$ cat src/rtl/dmem_arb_pkg.sv
// Shared types and default limits for the DMEM arbiter.
package dmem_arb_pkg;

  typedef enum logic [1:0] {
    IDLE      = 2'd0,
    EXT_BURST = 2'd1,
    RELEASE   = 2'd2
  } arb_state_e;

  typedef enum logic [1:0] {
    NONE = 2'd0,
    CORE = 2'd1,
    EXT  = 2'd2
  } owner_e;

  localparam int DEF_MAX_WAIT  = 4;
  localparam int DEF_MAX_BURST = 8;

endpackage

$ cat src/rtl/dmem_arbiter_if.sv
// Bus bundle for the DMEM arbiter: core port, external port and DMEM port.
// slave is the arbiter side, master is the surrounding system side.
interface dmem_arbiter_if #(
  parameter int AW = 32,
  parameter int DW = 32
);
  logic          core_req;
  logic          core_we;
  logic [AW-1:0] core_addr;
  logic [DW-1:0] core_wdata;
  logic          core_ready;
  logic          core_stall;
  logic          core_rvalid;
  logic [DW-1:0] core_rdata;

  logic          ext_req;
  logic          ext_we;
  logic          ext_lock;
  logic [AW-1:0] ext_addr;
  logic [DW-1:0] ext_wdata;
  logic          ext_ready;
  logic          ext_rvalid;
  logic [DW-1:0] ext_rdata;

  logic          mem_en;
  logic          mem_we;
  logic [AW-1:0] mem_addr;
  logic [DW-1:0] mem_wdata;
  logic [DW-1:0] mem_rdata;

  modport slave (
    input  core_req, core_we, core_addr, core_wdata,
    input  ext_req, ext_we, ext_lock, ext_addr, ext_wdata,
    input  mem_rdata,
    output core_ready, core_stall, core_rvalid, core_rdata,
    output ext_ready, ext_rvalid, ext_rdata,
    output mem_en, mem_we, mem_addr, mem_wdata
  );

  modport master (
    output core_req, core_we, core_addr, core_wdata,
    output ext_req, ext_we, ext_lock, ext_addr, ext_wdata,
    output mem_rdata,
    input  core_ready, core_stall, core_rvalid, core_rdata,
    input  ext_ready, ext_rvalid, ext_rdata,
    input  mem_en, mem_we, mem_addr, mem_wdata
  );
endinterface

$ cat src/rtl/dmem_arb_fsm.sv
// Grant decision for the DMEM arbiter: ownership state, ext aging and burst length.
//
// state     | meaning
// ----------+-------------------------------------------------------------
// IDLE      | per-cycle arbitration, core first unless ext has aged out
// EXT_BURST | ext holds the port while it keeps requesting with lock
// RELEASE   | one forced cycle after a max-length burst, core only
module dmem_arb_fsm
  import dmem_arb_pkg::*;
#(
  parameter int MAX_WAIT  = DEF_MAX_WAIT,
  parameter int MAX_BURST = DEF_MAX_BURST
) (
  input  logic clk,
  input  logic rst,
  input  logic core_req,
  input  logic ext_req,
  input  logic ext_lock,
  output logic core_gnt,
  output logic ext_gnt
);

  localparam int WW = $clog2(MAX_WAIT + 1);
  localparam int BW = $clog2(MAX_BURST + 1);

  arb_state_e    state, state_nxt;
  logic [WW-1:0] wait_cnt, wait_nxt;
  logic [BW-1:0] beat_cnt, beat_nxt, beat_inc;
  logic          aged;

  // state, aging and beat registers
  always_ff @(posedge clk) begin
    if (rst) begin
      state    <= IDLE;
      wait_cnt <= '0;
      beat_cnt <= '0;
    end else begin
      state    <= state_nxt;
      wait_cnt <= wait_nxt;
      beat_cnt <= beat_nxt;
    end
  end

  // grant decode and next-state; grants are suppressed during reset so a
  // request pending across reset never reaches DMEM
  always_comb begin
    core_gnt  = 1'b0;
    ext_gnt   = 1'b0;
    state_nxt = state;
    beat_nxt  = beat_cnt;
    wait_nxt  = wait_cnt;
    beat_inc  = beat_cnt + BW'(1);
    aged      = (wait_cnt >= WW'(MAX_WAIT));

    unique case (state)
      IDLE: begin
        if (core_req && !(ext_req && aged)) begin
          core_gnt = 1'b1;
        end else if (ext_req) begin
          ext_gnt = 1'b1;
          if (ext_lock) begin
            beat_nxt  = BW'(1);
            state_nxt = (MAX_BURST <= 1) ? RELEASE : EXT_BURST;
          end
        end
      end
      EXT_BURST: begin
        if (ext_req) begin
          ext_gnt  = 1'b1;
          beat_nxt = beat_inc;
          if (!ext_lock) begin
            state_nxt = IDLE;
            beat_nxt  = '0;
          end else if (beat_inc == BW'(MAX_BURST)) begin
            state_nxt = RELEASE;
          end
        end else begin
          state_nxt = IDLE;
          beat_nxt  = '0;
        end
      end
      RELEASE: begin
        core_gnt  = core_req;
        state_nxt = IDLE;
        beat_nxt  = '0;
      end
      default: begin
        state_nxt = IDLE;
        beat_nxt  = '0;
      end
    endcase

    if (rst) begin
      core_gnt = 1'b0;
      ext_gnt  = 1'b0;
    end

    if (!ext_req || ext_gnt) begin
      wait_nxt = '0;
    end else if (!aged) begin
      wait_nxt = wait_cnt + WW'(1);
    end
  end

endmodule

$ cat src/rtl/dmem_arbiter.sv
// DMEM arbiter between the core load/store path and an external port.
// Optional build macro DMEM_ARB_STATS_EN adds conflict / ext-grant counters.
module dmem_arbiter
  import dmem_arb_pkg::*;
#(
  parameter int AW        = 32,
  parameter int DW        = 32,
  parameter int MAX_WAIT  = DEF_MAX_WAIT,
  parameter int MAX_BURST = DEF_MAX_BURST
) (
  input  logic        clk,
  input  logic        rst,
`ifdef DMEM_ARB_STATS_EN
  output logic [31:0] stat_conflicts,
  output logic [31:0] stat_ext_grants,
`endif
  dmem_arbiter_if.slave bus
);

  logic          core_gnt, ext_gnt;
  owner_e        rd_owner;
  logic [DW-1:0] core_rdata_q, ext_rdata_q;
  logic          core_rv, ext_rv;

  dmem_arb_fsm #(
    .MAX_WAIT  (MAX_WAIT),
    .MAX_BURST (MAX_BURST)
  ) u_fsm (
    .clk      (clk),
    .rst      (rst),
    .core_req (bus.core_req),
    .ext_req  (bus.ext_req),
    .ext_lock (bus.ext_lock),
    .core_gnt (core_gnt),
    .ext_gnt  (ext_gnt)
  );

  assign bus.core_ready = core_gnt;
  assign bus.ext_ready  = ext_gnt;

  // a core read stalls in its grant cycle; the data lands the cycle after
  assign bus.core_stall = (bus.core_req & ~core_gnt) | (core_gnt & ~bus.core_we);

  // DMEM port mux from the granted requester, zero when idle
  always_comb begin
    bus.mem_en    = 1'b0;
    bus.mem_we    = 1'b0;
    bus.mem_addr  = '0;
    bus.mem_wdata = '0;
    if (core_gnt) begin
      bus.mem_en    = 1'b1;
      bus.mem_we    = bus.core_we;
      bus.mem_addr  = bus.core_addr;
      bus.mem_wdata = bus.core_wdata;
    end else if (ext_gnt) begin
      bus.mem_en    = 1'b1;
      bus.mem_we    = bus.ext_we;
      bus.mem_addr  = bus.ext_addr;
      bus.mem_wdata = bus.ext_wdata;
    end
  end

  // remember who owns the read data arriving next cycle
  always_ff @(posedge clk) begin
    if (rst) begin
      rd_owner <= NONE;
    end else if (core_gnt && !bus.core_we) begin
      rd_owner <= CORE;
    end else if (ext_gnt && !bus.ext_we) begin
      rd_owner <= EXT;
    end else begin
      rd_owner <= NONE;
    end
  end

  assign core_rv = (rd_owner == CORE) & ~rst;
  assign ext_rv  = (rd_owner == EXT) & ~rst;

  // per-port hold registers so each rdata keeps its last delivered word
  always_ff @(posedge clk) begin
    if (rst) begin
      core_rdata_q <= '0;
      ext_rdata_q  <= '0;
    end else begin
      if (core_rv) core_rdata_q <= bus.mem_rdata;
      if (ext_rv)  ext_rdata_q  <= bus.mem_rdata;
    end
  end

  assign bus.core_rvalid = core_rv;
  assign bus.ext_rvalid  = ext_rv;
  assign bus.core_rdata  = core_rv ? bus.mem_rdata : core_rdata_q;
  assign bus.ext_rdata   = ext_rv ? bus.mem_rdata : ext_rdata_q;

`ifdef DMEM_ARB_STATS_EN
  // free-running usage counters, wrap at 2^32
  always_ff @(posedge clk) begin
    if (rst) begin
      stat_conflicts  <= '0;
      stat_ext_grants <= '0;
    end else begin
      if (bus.core_req && bus.ext_req) stat_conflicts <= stat_conflicts + 32'd1;
      if (ext_gnt) stat_ext_grants <= stat_ext_grants + 32'd1;
    end
  end
`endif

endmodule
$ cat src/flat_wrapper.sv
// flat-port wrapper written by rule: the top's interface ports become plain ports
module dmem_arbiter_flat import dmem_arb_pkg::*;
#(
  parameter int AW        = 32,
  parameter int DW        = 32,
  parameter int MAX_WAIT  = DEF_MAX_WAIT,
  parameter int MAX_BURST = DEF_MAX_BURST
)
  (clk, rst, bus_core_req, bus_core_we, bus_core_addr, bus_core_wdata, bus_ext_req, bus_ext_we, bus_ext_lock, bus_ext_addr, bus_ext_wdata, bus_mem_rdata, bus_core_ready, bus_core_stall, bus_core_rvalid, bus_core_rdata, bus_ext_ready, bus_ext_rvalid, bus_ext_rdata, bus_mem_en, bus_mem_we, bus_mem_addr, bus_mem_wdata);
  dmem_arbiter_if #(.AW(AW), .DW(DW)) bus_i ();
  input  logic clk;
  input  logic rst;
  input wire logic [$bits(bus_i.core_req)-1:0] bus_core_req;
  input wire logic [$bits(bus_i.core_we)-1:0] bus_core_we;
  input wire logic [$bits(bus_i.core_addr)-1:0] bus_core_addr;
  input wire logic [$bits(bus_i.core_wdata)-1:0] bus_core_wdata;
  input wire logic [$bits(bus_i.ext_req)-1:0] bus_ext_req;
  input wire logic [$bits(bus_i.ext_we)-1:0] bus_ext_we;
  input wire logic [$bits(bus_i.ext_lock)-1:0] bus_ext_lock;
  input wire logic [$bits(bus_i.ext_addr)-1:0] bus_ext_addr;
  input wire logic [$bits(bus_i.ext_wdata)-1:0] bus_ext_wdata;
  input wire logic [$bits(bus_i.mem_rdata)-1:0] bus_mem_rdata;
  output wire logic [$bits(bus_i.core_ready)-1:0] bus_core_ready;
  output wire logic [$bits(bus_i.core_stall)-1:0] bus_core_stall;
  output wire logic [$bits(bus_i.core_rvalid)-1:0] bus_core_rvalid;
  output wire logic [$bits(bus_i.core_rdata)-1:0] bus_core_rdata;
  output wire logic [$bits(bus_i.ext_ready)-1:0] bus_ext_ready;
  output wire logic [$bits(bus_i.ext_rvalid)-1:0] bus_ext_rvalid;
  output wire logic [$bits(bus_i.ext_rdata)-1:0] bus_ext_rdata;
  output wire logic [$bits(bus_i.mem_en)-1:0] bus_mem_en;
  output wire logic [$bits(bus_i.mem_we)-1:0] bus_mem_we;
  output wire logic [$bits(bus_i.mem_addr)-1:0] bus_mem_addr;
  output wire logic [$bits(bus_i.mem_wdata)-1:0] bus_mem_wdata;
  assign bus_i.core_req = bus_core_req;
  assign bus_i.core_we = bus_core_we;
  assign bus_i.core_addr = bus_core_addr;
  assign bus_i.core_wdata = bus_core_wdata;
  assign bus_i.ext_req = bus_ext_req;
  assign bus_i.ext_we = bus_ext_we;
  assign bus_i.ext_lock = bus_ext_lock;
  assign bus_i.ext_addr = bus_ext_addr;
  assign bus_i.ext_wdata = bus_ext_wdata;
  assign bus_i.mem_rdata = bus_mem_rdata;
  assign bus_core_ready = bus_i.core_ready;
  assign bus_core_stall = bus_i.core_stall;
  assign bus_core_rvalid = bus_i.core_rvalid;
  assign bus_core_rdata = bus_i.core_rdata;
  assign bus_ext_ready = bus_i.ext_ready;
  assign bus_ext_rvalid = bus_i.ext_rvalid;
  assign bus_ext_rdata = bus_i.ext_rdata;
  assign bus_mem_en = bus_i.mem_en;
  assign bus_mem_we = bus_i.mem_we;
  assign bus_mem_addr = bus_i.mem_addr;
  assign bus_mem_wdata = bus_i.mem_wdata;
  dmem_arbiter #(.AW(AW), .DW(DW), .MAX_WAIT(MAX_WAIT), .MAX_BURST(MAX_BURST)) u_core (.clk(clk), .rst(rst), .bus(bus_i));
endmodule
$ cat config.mk
export PLATFORM = sky130hd
export DESIGN_NAME = dmem_arbiter_flat
export DESIGN_NICKNAME = d
export VERILOG_FILES = /design/src/rtl/dmem_arb_pkg.sv /design/src/rtl/dmem_arbiter_if.sv /design/src/rtl/dmem_arb_fsm.sv /design/src/rtl/dmem_arbiter.sv /design/src/flat_wrapper.sv
export SDC_FILE = /design/constraint.sdc
export NUM_CORES = 1
export LEC_CHECK = 0
export CAP_MARGIN = 5
export CORE_AREA = 2 2 118 120
export DETAILED_ROUTE_END_ITERATION = 10
export DIE_AREA = 0 0 120 122
export PLACE_DENSITY = 0.8
export SLEW_MARGIN = 10
export SYNTH_ARGS = -nofsm -noshare
export SYNTH_HDL_FRONTEND = slang
export SYNTH_SLANG_ARGS = --single-unit
$ cat constraint.sdc
create_clock -name clk -period 2.9 [get_ports clk]
set_input_delay 0.58 -clock clk [delete_from_list [all_inputs] [get_ports clk]]
set_output_delay 0.58 -clock clk [all_outputs]
set_load 0.03 [all_outputs]
==> impl_metrics.tcl <==
set metrics [dict create \
    synth_top_area_share 0.406 \
    synth.yosys.seq_area_share 0.406 \
    fmax_ghz 0.354 \
    synth_most_common_cell "dfxtp_1" \
    dr.pass1.iters 5 \
    path_class "in2out" \
    setup_ws_ns 0.0716 \
    worst_pin_slew_ns 0.703 \
    drv_cap 0 \
    stdcell_area_um2 7460 \
    grt_pass1_vias 4015 \
    grt_pass1_wl_um 21100 \
    holdCritPathClass "reg2reg" \
    ant_nets 0 \
    synth_ff_type "dfxtp_1" \
    overflow 0 \
    areaGrowthSynthToFinish_pct 102 \
    crit_fanout 34 \
    dp_hpwl_um 11500 \
    numCtsBuffers 9 \
    clock_latency_ns 0.32 \
    yosysTopAreaCell "dfxtp_1" \
    hold_slack_ns 0.543 \
    path_clk_slew_ns 0.05 \
    finalSetupTns_ns 0 \
    p_per_area_nw_per_um2 404 \
    ios 302 \
    syn-num-nets 514 \
    power_frac_comb 0.284 \
    ys_seq_elements 75 \
    ys_warn_count 0 \
    cts_tree "yes" \
    drt-initial-drc-count 208 \
    end_kind "output pin" \
    slew_viol_final 0 \
    synth_edf_count 0 \
    rsz0062_at_grt "no" \
    clock-root-buffer "clkbuf_16" \
    num_vias 3935 \
    die_y_um 122 \
    synthCells 344 \
    die_x_um 120 \
    drt-total-wl_um 15300 \
    via_per_inst 4.70 \
    grt_max_degree 71 \
    startpoint_type "input pin" \
    numPortBuffers 301 \
    num_rows 43 \
    power.switching_w 0.000815 \
    dieArea_um2 14600 \
    p_int_w 0.00220 \
    ys_types 37 \
    pwr-share-seq 0.350 \
    grt_antenna_before_repair 0 \
    cts_max_level 3 \
    p_leak_nw 3.08 \
    fillers 1142 \
    power.share.clock 0.366 \
    synthTopCellsByCount "dfxtp_1, nor2b_1, a22o_1" \
    grtUsageTotal 0.185 \
    core_um2 13500 \
    status "finished, final reports clean" \
    pre_cts_ws_ns -0.104 \
    cts.sinks 75 \
    synth.area.top_cells "dfxtp_1, mux2_2, a22o_1" \
    clk_path_buf_depth 2 \
    period_needed_ns 2.83 \
    drc_errors 0 \
    dpl_cell_area_um2 6980 \
    hold_buffers 0 \
    swShare 0.270 \
    finClkSkew_ns 0.00543 \
    syn_area_um2 3700 \
    diodes 0 \
    wire_per_inst_um 18.3 \
    fin_crit_sh 0.975 \
    arrival_ns 2.25 \
    syn_avg_cell_area_um2 10.8 \
    async_reset_ff_frac 0 \
    slew_headroom 0.531 \
    gp_congestion 0.980 \
    nets 822 \
    hold_violations 0 \
    cp.required_ns 2.32 \
    start_util 0.274 \
    drive_gt1_frac 0.280 \
    finalSetupViolations 0 \
    r2r_setup_slack_ns 1.35 \
    max-vdd-ir-drop_uv 290 \
]
sequential cells by signal, summed over array words and instances, names as in the netlist:
name,cells
u_core.ext_rdata_q,32
u_core.core_rdata_q,32
u_core.u_fsm.wait_cnt,3
u_core.u_fsm.state,2
u_core.rd_owner,2
u_core.u_fsm.beat_cnt,4
layout by cell type (no fill, tap or decap), drive strengths merged, types with 2 or more instances in the layout:
master | Yosys | routed
clkdlybuf4s50 | 0 | 227
buf | 21 | 94
dfxtp | 75 | 75
nor2b | 66 | 66
a22o | 65 | 65
mux2 | 65 | 65
clkbuf | 8 | 14
nand2 | 5 | 5
inv | 3 | 4
nor3 | 4 | 4
ha | 3 | 3
nor3b | 3 | 3
nand2b | 2 | 2
nor4 | 2 | 2
nor2 | 2 | 2
a311oi | 2 | 2
xor2 | 2 | 2
a21oi | 2 | 2
clkinvlp | 0 | 2
clkinv | 0 | 2
nor4b | 2 | 2
metal layers:
layer	wire (um)	share of wire	GRT usage	vias up
met3	998	0.065	0.0389	28
met4	646	0.042	0.110	0
met5	0	0	0	-
met1	5860	0.38	0.204	1853
met2	7820	0.51	0.328	189
li1	-	-	-	1865
what timing repair did:
action / in CTS / in global routing
resized for setup: 2 / 9
setup endpoints to repair: 42 / 34
buffers inserted: 0 / 1
cloned: 0 / 7
pin swaps: 0 / 1
path summary, 6_finish.rpt:
check	to	from	depth (start not counted)
hold reg to reg	u_core.u_fsm.beat_cnt[3]$_SDFFE_PP0P_	u_core.u_fsm.beat_cnt[3]$_SDFFE_PP0P_	1
hold / removal	u_core.u_fsm.beat_cnt[3]$_SDFFE_PP0P_	u_core.u_fsm.beat_cnt[3]$_SDFFE_PP0P_	1
setup reg to reg	u_core.ext_rdata_q[10]$_SDFF_PP0_	u_core.rd_owner[1]$_SDFF_PP0_	4
setup / recovery	bus_mem_wdata[4]	bus_core_req	7
power by group through the flow:
stage	Clock, W	Combinational (W)	Sequential, W
after floorplan	0	0.000350	0.00108
after global placement	0	0.000805	0.00108
after detailed placement	0	0.000818	0.00108
after CTS	0.00113	0.000824	0.00106
after global routing	0.00119	0.000892	0.00106
final	0.00110	0.000858	0.00106
cell families after synthesis:
group	share of synthesized area
flip-flops	0.406
AND/OR/NAND/NOR	0.160
buffers and inverters	0.0433
adder cells (fa/ha/maj)	0.0101
AO/OA/AOI/OAI	0.176
multiplexers	0.200
XOR/XNOR	0.00473
cell type report:
class                   instances  area [um2]  area share
repair buffers                326        3350       0.449
multi-input cells             237        2070       0.277
flip-flops and latches         75        1500       0.201
clock buffers                  10         239      0.0320
well taps                     180         225      0.0302
clock inverters                 6        63.8     0.00855
inverters                       3        11.3     0.00151
per-stage QoR:
step,util,total power (W),instances
2_1_floorplan,-,0.00143,344
3_3_place_gp,0.517,0.00188,813
5_1_grt,0.553,0.00314,837
3_5_place_dp,0.517,0.00190,813
4_1_cts,0.541,0.00301,829
6_report,0.553,0.00302,837
critical path: stages:
cell and delay (ns):
clkdlybuf4s50_1 0.50, nor3b_2 0.31, nor3_4 0.09, buf_12 0.18, buf_4 0.17, a22o_1 0.24
buf_4 0.17
Note: power is estimated with default switching activity, not from simulation.
